$ cat src/rtl/div_result_deser.sv
// rtl/div_result_deser.sv - deserialises divider result bursts into a handshaked quotient/remainder slot
module div_result_deser #(
    parameter int Q_W = 4,
    parameter int R_W = 4
) (
    input  logic           clk,
    input  logic           rst_n,
    input  logic           ser_valid,
    input  logic           ser_data,
    input  logic           res_ready,
    input  logic           clr_overrun,
    output logic           res_valid,
    output logic [Q_W-1:0] quotient,
    output logic [R_W-1:0] remainder,
    output logic           len_err,
    output logic           overrun
);
    localparam int TOT = Q_W + R_W;
    localparam int CW  = $clog2(TOT + 2);
    localparam logic [CW-1:0] CNT_TOT = CW'(TOT);
    localparam logic [CW-1:0] CNT_SAT = CW'(TOT + 1);

    typedef enum logic {IDLE, COLLECT} state_t;

    state_t          state;
    logic [TOT-1:0]  shreg;
    logic [CW-1:0]   cnt;
    logic            done;

    // Burst ends on the first low ser_valid sample while collecting.
    assign done = (state == COLLECT) && !ser_valid;

    always_ff @(posedge clk or negedge rst_n) begin
        if (!rst_n) begin
            state     <= IDLE;
            shreg     <= '0;
            cnt       <= '0;
            res_valid <= 1'b0;
            quotient  <= '0;
            remainder <= '0;
            len_err   <= 1'b0;
            overrun   <= 1'b0;
        end else begin
            case (state)
                IDLE: begin
                    if (ser_valid) begin
                        shreg <= {{(TOT-1){1'b0}}, ser_data};
                        cnt   <= CW'(1);
                        state <= COLLECT;
                    end
                end
                COLLECT: begin
                    if (ser_valid) begin
                        shreg <= {shreg[TOT-2:0], ser_data};
                        if (cnt != CNT_SAT) begin
                            cnt <= cnt + CW'(1);
                        end
                    end else begin
                        state <= IDLE;
                    end
                end
                default: state <= IDLE;
            endcase

            if (clr_overrun) begin
                overrun <= 1'b0;
            end

            // A new overrun overrides a same-cycle clear.
            if (done) begin
                if (!res_valid || res_ready) begin
                    quotient  <= shreg[TOT-1:R_W];
                    remainder <= shreg[R_W-1:0];
                    len_err   <= (cnt != CNT_TOT);
                    res_valid <= 1'b1;
                end else begin
                    overrun <= 1'b1;
                end
            end else if (res_valid && res_ready) begin
                res_valid <= 1'b0;
            end
        end
    end
endmodule

$ cat config.mk
export PLATFORM = sky130hd
export DESIGN_NAME = div_result_deser
export DESIGN_NICKNAME = d
export VERILOG_FILES = /design/src/rtl/div_result_deser.sv
export SDC_FILE = /design/constraint.sdc
export NUM_CORES = 1
export LEC_CHECK = 0
export CAP_MARGIN = 20
export CORE_MARGIN = 2
export CORE_UTILIZATION = 42
export CTS_CLUSTER_DIAMETER = 40
export DETAILED_ROUTE_END_ITERATION = 10
export PLACE_DENSITY = 0.65
export SLEW_MARGIN = 10
export SYNTH_ARGS = -nofsm -noshare
export SYNTH_HDL_FRONTEND = slang
export SYNTH_SLANG_ARGS = --single-unit
$ cat constraint.sdc
create_clock -name clk -period 1.4 [get_ports clk]
set_input_delay 0.21 -clock clk [delete_from_list [all_inputs] [get_ports clk]]
set_output_delay 0.21 -clock clk [all_outputs]
set_load 0.01 [all_outputs]
**Word-level counts from Yosys, hierarchy flattened**

Cells that the tools add are included.

- Flip-flop bits (word level): 24
- Bits in latches: 0
- RAM bits: 0
- Bits in read-only memories: 0
- Input bits: 6
- Output and inout bits: 11
- Logic and storage cells: 40
- Memories: 0

- $add $sub $neg: 1
- $mul: 0
- Div/mod/pow operators: 0
- Magnitude comparators: 0
- Eq/ne operators: 6
- Shift operators: 0
- Muxes and demuxes: 14
- Bitwise gates (word level): 1
- Reduce and logical (&&, ||, !) cells: 10

Operators with widths:

| kind | count |
|---|---|
| 8-bit two-way mux | 2 |
| 8-bit case mux with 2 select lines | 1 |
| 4-bit two-way mux | 3 |
| 4-bit inequality test, second input constant | 2 |
| 4-bit case mux with 2 select lines | 1 |
| 1-bit two-way mux | 7 |
| 2-bit AND reduction | 3 |
| 4-bit by 1-bit adder with 4-bit output, second input constant | 1 |
| 2-bit by 1-bit inequality test with 1-bit output, second input constant | 2 |
| 2-bit inequality test, second input constant | 2 |
| 3-bit AND reduction | 1 |
| 1-bit logical AND | 2 |
| 1-bit logical NOT | 2 |
| 2-bit nonzero test | 1 |
| 1-bit logical OR | 1 |
| 1-bit NOT | 1 |

**Logic depth before layout (Yosys ltp)**

Gate-level depths: netlist of the first run.

- Word-level depth: 4
- Mapped depth: 5

**Worst setup path before layout of the first run**

No wires, ideal clock.

- Kind: register to register
- Start point: register cnt[1]
- End point: register cnt[1]
- Setup time: 0.116 ns
- Data arrival time: 0.991 ns
- Data required time: 1.284 ns
- Setup slack: 0.293 ns
- Stages on the path, launching flop included: 5
- Period minus slack after synthesis: 1.107 ns
- Path through: dfrtp_1 -> inv_1 -> ha_1 -> nand3b_1 -> o311ai_0

- Longest elaborated chain between the ends: 4
- Elaborated cells on any way between the ends: 7

Ends and longest elaborated chain:

| element | line | text |
|---|---|---|
| start, declared | 27 | `logic [CW-1:0] cnt;` |
| start signal, assigned | 56 | `cnt <= cnt + CW'(1);` |
| 4-bit by 1-bit adder with 4-bit output | 56 |  |
| 4-bit two-way mux | 55 | `if (cnt != CNT_SAT) begin` |
| 4-bit two-way mux | 53 | `if (ser_valid) begin` |
| 4-bit case mux with 2 select lines | 44 | `case (state)` |

Several ways; a longest one is shown, not always the timed one. The select of a mux whose other input is x is not followed.
A chain may end at the register's enable or synchronous reset.

**Final worst setup path of the first run**

Ends and elaborated chain as after synthesis.

==> qor.csv, run 1 <==
metric;value;unit
status;finished clean;
power;1.45;mW
yosysWarnings;0;
maxSlewViolCount;0;
setup_viol;0;
cp.buffers_inverters;1;
irDropWorstVdd;617;µV
synth_area;0.00103;mm²
fin_crit_sh;89.7;%
clkTransAtPathRegs;130;ps
fin_skew;8.47;ps
clkLatencyLatePin;310;ps
avgRoutedWirePerCell;12.8;µm
path_cells;inv_1, ha_1, nand3b_1, o311ai_1;
overflow;0;
finalHoldViolCount;0;
critical_path_class;flip-flop to flip-flop;
final_core_util;56.2;%
crit_required;1620;ps
final_area;0.00127;mm²
routed_wl;1780;µm
antenna_found_initial;0;
via_per_inst;5.12;
p_per_area;1140;mW/mm²
end_kind;flip-flop;
dr.pass1.iters;2;
start_util;45.6;%
hpwl;1240;µm
first_global_vias;673;
numCtsBuffers;3;
die_height;53.5;µm
cpMaxStageDelayCell;dfrtp_1;
place_area;0.00126;mm²
crit_family;flip-flops;
grt_start_max_net_pins;25;
dr_total_vias;711;
synth-seq-cells;24;
grt_usage;15.4;%
rsz0062_at_grt;false;
holdCritPathClass;input pin to async pin;
postSynthAreaPerCell;11.7;µm²
drtIter0Drc;5;
reg2reg_slack;140;ps
maxCapViolCount;0;
clock_sinks;24;
coreArea;0.00225;mm²
grt_pass1_wl;3080;µm
drc;0;
cts-htree-levels;1;
slew_headroom;75.4;%
synth_seq_area_share;58.4;%
num_rows;17;
area_delta_synth_final;23.2;%
cts_tree;done;
timing.hold.ws;233;ps
leakage;0.610;nW
cts_hold_buf;0;
max_freq;796;MHz
tightestPinTransition;370;ps
cp_max_fo;4;
startpoint_type;flip-flop;
antenna_cells;0;
die_x;53.5;µm
tns;0;ps
cts-root-buf;clkbuf_4;
period_minus_slack;1260;ps
gp_congestion;0.683;
layout-drive-gt1-share;19.8;%
syn_inst;88;
clock_path_buffers;2;
max_stage_delay;430;ps
synth_cell_types;21;
critPathArrivalTime;1480;ps
ios;17;
die_area;0.00286;mm²
nets;122;
syn-num-nets;97;
port_buffers;16;
ant_nets;0;
[placed cells by master, fill, tap and decap left out, drive strengths merged]
cell / instances
o22ai: 2
o311ai: 2
dlygate4sd2: 11
a22oi: 1
mux2: 10
nor2b: 1
o31ai: 1
nor2: 1
clkbuf: 3
nand2: 4
clkdlybuf4s50: 5
buf: 7
nand3: 10
nand2b: 3
nand4: 1
dfrtp: 24
inv: 12
ha: 3
nand3b: 2
o21ai: 8
[logic make-up after synthesis]
group           after synthesis  synth area share (%)
mux                          10                  10.9
fa+ha+maj                     3                  3.65
compound gates               14                  8.27
buf+inv                      15                  6.08
flops                        24                  58.4
simple gates                 22                  12.7
[final timing paths]
path                                          start  cells past startpoint                        to
min in group clk                        clr_overrun                      2         overrun$_DFF_PN0_
setup / recovery                 cnt[1]$_DFFE_PN0P_                      4        cnt[1]$_DFFE_PN0P_
hold / removal                                rst_n                      2     res_valid$_DFFE_PN0P_
max in group asynchronous                     rst_n                      2      shreg[4]$_DFFE_PN0P_
hold reg to reg            remainder[1]$_DFFE_PN0P_                      1  remainder[1]$_DFFE_PN0P_
setup reg to reg                 cnt[1]$_DFFE_PN0P_                      4        cnt[1]$_DFFE_PN0P_
[stage by stage]
stage	cells	setup slack, ps
2_1_floorplan	88	293
3_3_place_gp	136	-35.4
3_5_place_dp	136	-50.1
4_1_cts	139	75.1
5_1_grt	139	17.9
6_report	139	144
[synthesized netlist by cell type, drive strengths merged]
| master | count | share of area (%) |
|---|---|---|
| a22oi | 1 | 0.73 |
| nand2b | 3 | 2.1 |
| nor2b | 1 | 0.61 |
| o22ai | 2 | 1.2 |
| buf | 3 | 1.7 |
| nor2 | 1 | 0.36 |
| nand3 | 10 | 6.1 |
| dfrtp | 24 | 58 |
| o311ai | 2 | 1.7 |
| mux2 | 10 | 11 |
| o21ai | 8 | 3.9 |
| ha | 3 | 3.7 |
| inv | 12 | 4.4 |
| nand3b | 2 | 1.5 |
| nand2 | 4 | 1.5 |
| nand4 | 1 | 0.61 |
| o31ai | 1 | 0.73 |
[worst reg2reg max path, stage by stage (launching register included)]
cell,delay [ps]
dfrtp_1,430
inv_1,120
ha_1,200
nand3b_1,150
o311ai_1,270
[final cells by class]
| type | instances | area [µm²] |
|---|---|---|
| multi-input cells | 49 | 365 |
| inverters | 12 | 45.0 |
| flip-flops and latches | 24 | 601 |
| repair buffers | 23 | 199 |
| clock buffers | 3 | 22.5 |
| well taps | 28 | 35.0 |
| fillers | 220 | 987 |
[report_power, final]
group | leakage [nW] | internal, mW | switching (mW)
logic | 0.284 | 0.149 | 0.148
clock network | 0.0138 | 0.101 | 0.198
registers | 0.312 | 0.774 | 0.0794
total | 0.610 | 1.02 | 0.425
[registers in the layout, summed over array words and instances (netlist names)]
name	flops
remainder	4
cnt	4
len_err	1
state	1
shreg	8
res_valid	1
quotient	4
overrun	1
[per-layer routing]
metal | part of all wire (%) | global-route usage, % | routed length, µm
met1 | 49 | 20.9 | 870
met4 | 1.4 | 8.97 | 25
met2 | 45 | 22.8 | 808
met3 | 4.4 | 2.82 | 78
met5 | 0 | 0 | 0
[repair_timing]
action,4_1_cts,5_1_grt
setup endpoints to repair,11,2
setup buffers,0,0
resized for setup,11,2
(Power assumes the default switching activity.)
==> run 2: changes to the inputs <==
--- a/config.mk
+++ b/config.mk
@@ -8,9 +8,11 @@
 export CAP_MARGIN = 20
 export CORE_MARGIN = 2
 export CORE_UTILIZATION = 42
+export CTS_BUF_LIST = sky130_fd_sc_hd__clkbuf_8
 export CTS_CLUSTER_DIAMETER = 40
 export DETAILED_ROUTE_END_ITERATION = 10
 export PLACE_DENSITY = 0.65
+export SKIP_CTS_REPAIR_TIMING = 1
 export SLEW_MARGIN = 10
 export SYNTH_ARGS = -nofsm -noshare
 export SYNTH_HDL_FRONTEND = slang
==> run 2 against run 1 <==
Compared with the run above: via count shrank 1.4%; clock power rose by 30%; routed wire length down 0.73%; combinational power increased by 5%; critical path depth down 3; global-route usage down 0.18 points; total power is 7.3% higher; first-iteration DRC count shrank 20%; sequential power about the same; non-clock buffer count stayed put.
==> qor.csv, run 2 (synthesized netlist as in run 1, its figures left out) <==
metric;value;unit;change
status;finished clean;;
cts_tree;done;;
dp_slack;-50.1;ps;unchanged
die_x;53.5;µm;unchanged
start_util;45.6;%;unchanged
cpMaxStageDelayCell;clkdlybuf4s50_1;;
die_height;53.5;µm;unchanged
drc;0;;unchanged
layout-drive-gt1-share;19.8;%;unchanged
fillers;214;;-2.7%
ant_nets;0;;unchanged
leakage;0.653;nW;+7.1%
num_rows;17;;unchanged
tightestPinTransition;374;ps;+4.12 ps
critPathArrivalTime;1130;ps;-350 ps
cp_max_fo;2;;-2
clock_sinks;24;;unchanged
worstReg2RegEnd;cnt[1]$_DFFE_PN0P_;;
p_per_area;1180;mW/mm²;+3.4%
die_area;0.00286;mm²;unchanged
ios;17;;unchanged
critical_path_class;flip-flop to primary output;;
startpoint_type;flip-flop;;
grt_start_max_net_pins;25;;unchanged
max_stage_delay;530;ps;+100 ps
dr.pass1.iters;2;;unchanged
coreArea;0.00225;mm²;unchanged
drtIter0Drc;4;;-1
numCtsBuffers;3;;unchanged
first_global_vias;676;;+0.45%
maxCapViolCount;0;;unchanged
end_kind;primary output;;
dr_total_vias;701;;-1.4%
grt_pass1_wl;3080;µm;+0.23%
layout.cells.most_common;dfrtp_1;;
top_register;shreg;;
routed_wl;1770;µm;-0.73%
final_core_util;58.3;%;+2.1 points
final_area;0.00132;mm²;+3.8%
tns;0;ps;unchanged
max_freq;747;MHz;-6.2%
fin_crit_sh;95.6;%;+5.9 points
holdCritPathClass;input pin to async pin;;
nets;122;;unchanged
antenna_found_initial;0;;unchanged
finalWorstSetupSlack;61.7;ps;-82.3 ps
reg2reg_slack;150;ps;about the same
fin_skew;5.09;ps;-3.38 ps
rr_worst_depth;4;;unchanged
finalHoldViolCount;0;;unchanged
gp_congestion;0.683;;unchanged
wl_met1;814;µm;-6.4%
via_per_inst;5.04;;-1.4%
clock_path_buffers;2;;unchanged
layout_common_cells;dfrtp_1, inv_1, mux2_2, clkdlybuf4s50_1, nand3_1;;
place_area;0.00126;mm²;unchanged
dp.cells;136;;unchanged
clkLatencyLatePin;260;ps;-50 ps
clkTransAtPathRegs;80;ps;-50 ps
irDropWorstVdd;673;µV;+9.0%
crit_required;1190;ps;-430 ps
area_delta_synth_final;27.9;%;
port_buffers;16;;unchanged
largest_reg_flops;8;;unchanged
fin_cells;139;;unchanged
crit_family;buffers and inverters;;
cts-htree-levels;1;;unchanged
cp.buffers_inverters;1;;unchanged
avgRoutedWirePerCell;12.7;µm;-0.73%
routed-wl-met3;75;µm;-3.8%
cts-root-buf;clkbuf_8;;
slew_headroom;75.1;%;-0.27 points
grt_usage;15.3;%;-0.18 points
maxSlewViolCount;0;;unchanged
setup_viol;0;;unchanged
highest_layer;met4;;
overflow;0;;unchanged
period_minus_slack;1340;ps;+82.3 ps
path_cells;clkdlybuf4s50_1;;
wl_met2;864;µm;+6.9%
cp.depth;1;;-3
rsz0062_at_grt;false;;
antenna_cells;0;;unchanged
hpwl;1240;µm;unchanged
r2r-start;cnt[1]$_DFFE_PN0P_;;
## run 2: stage by stage
step | hold WS (ps) | power [mW]
floorplan | -85.6 | 1.03
global route | 347 | 1.67
CTS | 308 | 1.58
finish | 299 | 1.56
global placement | 488 | 1.16
detailed placement | 491 | 1.18
## run 2: final cells by class
class | count | area [µm²] | area share [%]
sequential | 24 | 601 | 45.7
multi-input combinational | 49 | 365 | 27.8
timing repair buffer | 23 | 228 | 17.3
inverter | 12 | 45.0 | 3.43
clock buffer | 3 | 41.3 | 3.14
tap | 28 | 35.0 | 2.66
## run 2: worst max-delay path by stage
stage / slack (ps) / startpoint / to
finish: 60 / quotient[2]$_DFFE_PN0P_ / quotient[2]
global route: 8 / remainder[1]$_DFFE_PN0P_ / remainder[1]
CTS: 4 / res_valid$_DFFE_PN0P_ / res_valid
detailed placement: -50 / res_ready / remainder[0]$_DFFE_PN0P_
global placement: -40 / res_ready / remainder[2]$_DFFE_PN0P_
floorplan: 290 / cnt[1]$_DFFE_PN0P_ / cnt[1]$_DFFE_PN0P_
## run 2: layer usage
layer  GRT usage, %  vias up
met2           23.3       14
met5              0        -
met4           6.41        0
met3           2.82        2
li1               -      346
met1           21.1      339
## run 2: report_power, final
group / internal, mW / switching (mW) / leakage, nW
combinational: 0.164 / 0.148 / 0.319
clock: 0.192 / 0.196 / 0.0216
sequential: 0.774 / 0.0806 / 0.312
total: 1.13 / 0.425 / 0.653
